<file path="src/rtl/vga_timing_gen_if.sv">
`timescale 1ns/1ps
// Raster/sync bundle from vga_timing_gen to the colour pipeline and the VGA connector.
interface vga_timing_gen_if;
   logic [9:0]  DrawX;
   logic [9:0]  DrawY;
   logic        blank;
   logic        hs;
   logic        vs;
   logic        frame_start;
   logic [15:0] frame_count;

   modport master (
      output DrawX, DrawY, blank, hs, vs, frame_start, frame_count
   );

   modport slave (
      input  DrawX, DrawY, blank, hs, vs, frame_start, frame_count
   );
endinterface

</file>
<file path="src/rtl/vga_timing_gen.sv">
`timescale 1ns/1ps
// 640x480@60Hz VGA raster timing: registered DrawX/DrawY/blank/frame_start, hs/vs delayed SYNC_DELAY clocks.
// Optional macro VGA_FRAME_COUNT_EN enables the 16-bit frame_count register (otherwise tied to zero).
module vga_timing_gen #(
   parameter int unsigned H_ACTIVE   = 640,
   parameter int unsigned H_FP       = 16,
   parameter int unsigned H_SYNC     = 96,
   parameter int unsigned H_BP       = 48,
   parameter int unsigned V_ACTIVE   = 480,
   parameter int unsigned V_FP       = 10,
   parameter int unsigned V_SYNC     = 2,
   parameter int unsigned V_BP       = 33,
   parameter int unsigned SYNC_DELAY = 2
) (
   input  logic             vga_clk,
   input  logic             reset_n,
   vga_timing_gen_if.master vga
);
   localparam int unsigned H_TOTAL = H_ACTIVE + H_FP + H_SYNC + H_BP;
   localparam int unsigned V_TOTAL = V_ACTIVE + V_FP + V_SYNC + V_BP;

   localparam logic [10:0] H_ACT_L  = 11'(H_ACTIVE);
   localparam logic [10:0] H_SS_L   = 11'(H_ACTIVE + H_FP);
   localparam logic [10:0] H_SE_L   = 11'(H_ACTIVE + H_FP + H_SYNC);
   localparam logic [10:0] H_LAST_L = 11'(H_TOTAL - 1);
   localparam logic [10:0] V_ACT_L  = 11'(V_ACTIVE);
   localparam logic [10:0] V_SS_L   = 11'(V_ACTIVE + V_FP);
   localparam logic [10:0] V_SE_L   = 11'(V_ACTIVE + V_FP + V_SYNC);
   localparam logic [10:0] V_LAST_L = 11'(V_TOTAL - 1);

   if (H_TOTAL > 1024 || V_TOTAL > 1024) begin : g_total_check
      $error("vga_timing_gen: H_TOTAL and V_TOTAL must not exceed 1024");
   end
   if (SYNC_DELAY > 7) begin : g_delay_check
      $error("vga_timing_gen: SYNC_DELAY must be in 0..7");
   end

   logic [9:0]  hc_q, hc_d, vc_q, vc_d;
   logic [10:0] hc_x, vc_x;
   logic [9:0]  drawx_q, drawy_q;
   logic        blank_q, blank_d;
   logic        frame_start_q, frame_start_d;
   logic        hs_raw, vs_raw;
   logic [SYNC_DELAY:0] hs_pipe_q, hs_pipe_d, vs_pipe_q, vs_pipe_d;

   assign hc_x = {1'b0, hc_q};
   assign vc_x = {1'b0, vc_q};

   always_comb begin
      hc_d = hc_q + 10'd1;
      vc_d = vc_q;
      if (hc_x == H_LAST_L) begin
         hc_d = '0;
         vc_d = (vc_x == V_LAST_L) ? '0 : vc_q + 10'd1;
      end
      blank_d       = (hc_x < H_ACT_L) && (vc_x < V_ACT_L);
      hs_raw        = !((hc_x >= H_SS_L) && (hc_x < H_SE_L));
      vs_raw        = !((vc_x >= V_SS_L) && (vc_x < V_SE_L));
      frame_start_d = (hc_q == '0) && (vc_q == '0);
   end

   // Stage 0 matches DrawX latency; the remaining SYNC_DELAY stages are the extra delay.
   if (SYNC_DELAY == 0) begin : g_no_delay
      assign hs_pipe_d = hs_raw;
      assign vs_pipe_d = vs_raw;
   end else begin : g_delay
      assign hs_pipe_d = {hs_pipe_q[SYNC_DELAY-1:0], hs_raw};
      assign vs_pipe_d = {vs_pipe_q[SYNC_DELAY-1:0], vs_raw};
   end

   always_ff @(posedge vga_clk or negedge reset_n) begin
      if (!reset_n) begin
         hc_q          <= '0;
         vc_q          <= '0;
         drawx_q       <= '0;
         drawy_q       <= '0;
         blank_q       <= 1'b0;
         frame_start_q <= 1'b0;
         hs_pipe_q     <= '1;
         vs_pipe_q     <= '1;
      end else begin
         hc_q          <= hc_d;
         vc_q          <= vc_d;
         drawx_q       <= hc_q;
         drawy_q       <= vc_q;
         blank_q       <= blank_d;
         frame_start_q <= frame_start_d;
         hs_pipe_q     <= hs_pipe_d;
         vs_pipe_q     <= vs_pipe_d;
      end
   end

   assign vga.DrawX       = drawx_q;
   assign vga.DrawY       = drawy_q;
   assign vga.blank       = blank_q;
   assign vga.frame_start = frame_start_q;
   assign vga.hs          = hs_pipe_q[SYNC_DELAY];
   assign vga.vs          = vs_pipe_q[SYNC_DELAY];

`ifdef VGA_FRAME_COUNT_EN
   logic [15:0] frame_count_q;

   // Counts on the same edge that registers frame_start high.
   always_ff @(posedge vga_clk or negedge reset_n) begin
      if (!reset_n)          frame_count_q <= '0;
      else if (frame_start_d) frame_count_q <= frame_count_q + 16'd1;
   end

   assign vga.frame_count = frame_count_q;
`else
   assign vga.frame_count = '0;
`endif
endmodule

</file>
<file path="src/flat_wrapper.sv">
// flat-port wrapper written by rule: the top's interface ports become plain ports
module vga_timing_gen_flat 
#(
   parameter int unsigned H_ACTIVE   = 640,
   parameter int unsigned H_FP       = 16,
   parameter int unsigned H_SYNC     = 96,
   parameter int unsigned H_BP       = 48,
   parameter int unsigned V_ACTIVE   = 480,
   parameter int unsigned V_FP       = 10,
   parameter int unsigned V_SYNC     = 2,
   parameter int unsigned V_BP       = 33,
   parameter int unsigned SYNC_DELAY = 2
)
  (vga_clk, reset_n, vga_DrawX, vga_DrawY, vga_blank, vga_hs, vga_vs, vga_frame_start, vga_frame_count);
  vga_timing_gen_if vga_i ();
  input  logic vga_clk;
  input  logic reset_n;
  output wire logic [$bits(vga_i.DrawX)-1:0] vga_DrawX;
  output wire logic [$bits(vga_i.DrawY)-1:0] vga_DrawY;
  output wire logic [$bits(vga_i.blank)-1:0] vga_blank;
  output wire logic [$bits(vga_i.hs)-1:0] vga_hs;
  output wire logic [$bits(vga_i.vs)-1:0] vga_vs;
  output wire logic [$bits(vga_i.frame_start)-1:0] vga_frame_start;
  output wire logic [$bits(vga_i.frame_count)-1:0] vga_frame_count;
  assign vga_DrawX = vga_i.DrawX;
  assign vga_DrawY = vga_i.DrawY;
  assign vga_blank = vga_i.blank;
  assign vga_hs = vga_i.hs;
  assign vga_vs = vga_i.vs;
  assign vga_frame_start = vga_i.frame_start;
  assign vga_frame_count = vga_i.frame_count;
  vga_timing_gen #(.H_ACTIVE(H_ACTIVE), .H_FP(H_FP), .H_SYNC(H_SYNC), .H_BP(H_BP), .V_ACTIVE(V_ACTIVE), .V_FP(V_FP), .V_SYNC(V_SYNC), .V_BP(V_BP), .SYNC_DELAY(SYNC_DELAY)) u_core (.vga_clk(vga_clk), .reset_n(reset_n), .vga(vga_i));
endmodule
</file>
<file path="config.mk">
export PLATFORM = sky130hd
export DESIGN_NAME = vga_timing_gen_flat
export DESIGN_NICKNAME = d
export VERILOG_FILES = /design/src/rtl/vga_timing_gen_if.sv /design/src/rtl/vga_timing_gen.sv /design/src/flat_wrapper.sv
export SDC_FILE = /design/constraint.sdc
export NUM_CORES = 1
export LEC_CHECK = 0
export CAP_MARGIN = 30
export CORE_UTILIZATION = 45
export CTS_BUF_LIST = sky130_fd_sc_hd__clkbuf_8
export DETAILED_ROUTE_END_ITERATION = 10
export PLACE_DENSITY = 0.81
export SLEW_MARGIN = 5
export SYNTH_ARGS = -nofsm -noshare
export SYNTH_HDL_FRONTEND = slang
export SYNTH_SLANG_ARGS = --single-unit
</file>
<file path="constraint.sdc">
create_clock -name vga_clk -period 1.8 [get_ports vga_clk]
set_input_delay 0.27 -clock vga_clk [delete_from_list [all_inputs] [get_ports vga_clk]]
set_output_delay 0.27 -clock vga_clk [all_outputs]
set_load 0.05 [all_outputs]
</file>
==> impl_metrics.ini <==
[worst_setup_path]
crit_path_max_fanout = 1
critical_path_class = register to output pin
cpLargestDelayFamily = buffers and inverters
crit_path_max_incr_delay_ns = 0.80
cp_data_required_time_ns = 1.53
critical_path_buf_inv_count = 1
worst_ep_arrival_time_ns = 1.43
slowest_stage = clkdlybuf4s50_1
cp-end-kind = output pin
critical_path.startpoint_type = register
crit_path_cell_trace = clkdlybuf4s50_1

[cells_and_area]
antennaDiodeCount = 0
final_core_util = 0.578
finish.cell_count_without_fillers = 245
num-nets-final = 200
final_layout_size_suffix_gt1_frac = 0.215
area_growth_syn_to_layout_pct = 20.9
fillerInstances = 327
layout.cell_area.non_filler_um2 = 2340

[route]
first_drt_pass_iteration_count = 4
drt-wirelength-per-cell_um = 13.0
vias_per_cell = 5.08
antenna_violating_nets_post_route = 0
drt_iter0_drc = 83
drt_drc_violations_left = 0
vias = 1244
finalWirelength_um = 3190

[timing]
drv_slew = 0
maxClockFrequency_mhz = 589
min_period_over_period = 0.943
setup_total_negative_slack_ns = 0
rsz0062_at_grt = no
fin_hold_ws_ns = 0.0488
finalSetupViolCount = 0
final_hold_viol_count = 0
layout_min_cycle_time_ns = 1.70
tightestPinTransition_ns = 0.564
relative_max_transition_margin = 0.624
final.setup_skew_ns = 0.00539
postLayoutSetupSlackWorst_ns = 0.103

[synthesis]
synth_area_per_cell_um2 = 12.7
synthArstFlopShare = 1.00
synth-seq-area-share = 0.624
synth_cell_types = 33
ys_seq_elements = 48
mappedNetlistArea_um2 = 1940
ys_warn_count = 0
yosys.area.top_type_share = 0.542
post_synth_inst_count = 153
number_of_synthesized_flops_with_an_enable_pin = 0
synthDominantAreaCellType = dfrtp_1
netlist_top_cells_area = dfrtp_1 54%, dfstp_2 8.1%, buf_4 6.2%, xnor2_1 3.2%, and3_1 2.6%
prevailing_post_synth_register_cell = dfrtp_1

[grt]
grt_busiest_layer = met2
grt-ovfl-total = 0
groute.layer.met1.usage = 0.201
global_route.usage.total = 0.163
grt_max_degree = 49
met3_usage = 0.0473
vias_in_the_first_global_route = 1167
number_of_antenna_violations_at_the_first_check_in_global_routing = 0
use_met2 = 0.255
grt_first_pass_wirelength_um = 5310

[clocking]
ctsRootBufferMaster = clkbuf_8
clock_tree_from_tritoncts = built
clkSlewWorstSetupHoldPaths_ns = 0.09
cts_inserted_buffers = 5
cts-root-to-sink-buffers = 2
clkSinkCount = 48
clkLatencyLatePin_ns = 0.30
clock_tree.htree_level_count = 2
cts_hold_repair.buffers = 0

[floorplan]
floorplan.core_area_um2 = 4060
num_rows = 23
initial_core_util = 0.478
width_of_the_chip_um = 67.6
floorplan.die_area_um2 = 4570
die_h_um = 67.6
boundaryPins = 42

[pwr]
peakVddDrop_mv = 0.303
p_per_area_nw_per_um2 = 823
power.total_mw = 1.93
total_leakage_power_nw = 1.14

[placement]
post-place-ws_ns = 0.0686
placed_cells = 237
io_buffers = 25
hpwlAfterDp_um = 2200
gpl.final_weighted_congestion = 0.804
dpl-instance-area_um2 = 2230

[run]
cap_violations = 0

[min_path]
holdCritPathClass = primary input to asynchronous set/reset pin

[outcome]
status = finished clean
## layout by cell type (no fill, tap or decap), types with 6 or more instances in the layout
cell type and instances:
clkdlybuf4s50_1 15, nand2_1 7, and3_1 8, nand4_1 6, buf_4 22, conb_1 16
dfrtp_1 42, dfstp_2 6, nand3_1 10, xnor2_1 7
## worst paths after layout
check                               startpoint                   to  slack (ns)  depth (start not counted)
setup / recovery           u_core.vga.DrawY[5]         vga_DrawY[5]        0.10                          1
hold / removal                         reset_n  u_core.vga.DrawX[5]        0.05                          2
setup reg to reg                u_core.hc_q[1]       u_core.vc_q[9]        0.16                          6
hold reg to reg            u_core.hs_pipe_q[0]  u_core.hs_pipe_q[1]        0.36                          0
max in group asynchronous              reset_n  u_core.vs_pipe_q[1]        1.38                          2
min in group vga_clk       u_core.hs_pipe_q[0]  u_core.hs_pipe_q[1]        0.36                          0
## routing by layer
metal	up-vias	routed length (um)
met1	612	1480
met3	6	144
met4	0	59
met5	-	0
met2	43	1510
li1	583	-
## cell usage after synthesis, types with 2 or more instances
library cell  count
nor2_1            5
nand3_1          10
dfstp_2           6
xor2_1            3
and4_1            3
buf_4            16
xnor2_1           7
nor3_1            2
and2_1            2
nand4_1           6
ha_1              4
o21ai_1           3
and3_1            8
nor4_1            5
dfrtp_1          42
buf_6             2
o21ai_0           3
nand2_1           7
inv_1             5
## timing repair
| action | CTS | global route |
|---|---|---|
| endpoints found under the setup margin | 0 | 3 |
| resized for setup | 0 | 2 |
| buffers inserted | 0 | 0 |
## state kept, by name, summed over array words and instances, names as in the netlist
register,flops
u_core.vs_pipe_q,3
u_core.vga.blank,1
u_core.hc_q,10
u_core.vga.frame_start,1
u_core.vga.DrawY,10
u_core.vc_q,10
u_core.hs_pipe_q,3
u_core.vga.DrawX,10
## where the power goes
part	switching, mW	internal (mW)	total, mW
Clock	0.346	0.411	0.757
Sequential	0	1.08	1.08
Combinational	0.0916	0.00219	0.0938
Total	0.438	1.49	1.93
## cells by family (layout without fill, tap and decap cells)
family,Yosys count,after routing,share of synthesized area
other,1,16,0.00193
DFF,48,48,0.624
adders and majority gates,4,4,0.0258
xor gates and xnor gates,10,10,0.0452
buffers and inverters,24,51,0.0859
and+or+nand+nor,53,53,0.169
muxes,2,2,0.0129
AOI/OAI and AO/OA,11,11,0.0355
## final cells by class
type | count | area (um^2) | share of cell area
multi-input cells | 96 | 622 | 0.265
flip-flops and latches | 48 | 1210 | 0.516
repair buffers | 38 | 320 | 0.137
inverters | 5 | 18.8 | 0.00801
clock buffers | 5 | 68.8 | 0.0294
clock inverters | 3 | 42.5 | 0.0182
well taps | 50 | 62.6 | 0.0267
(Power assumes the default switching activity.)
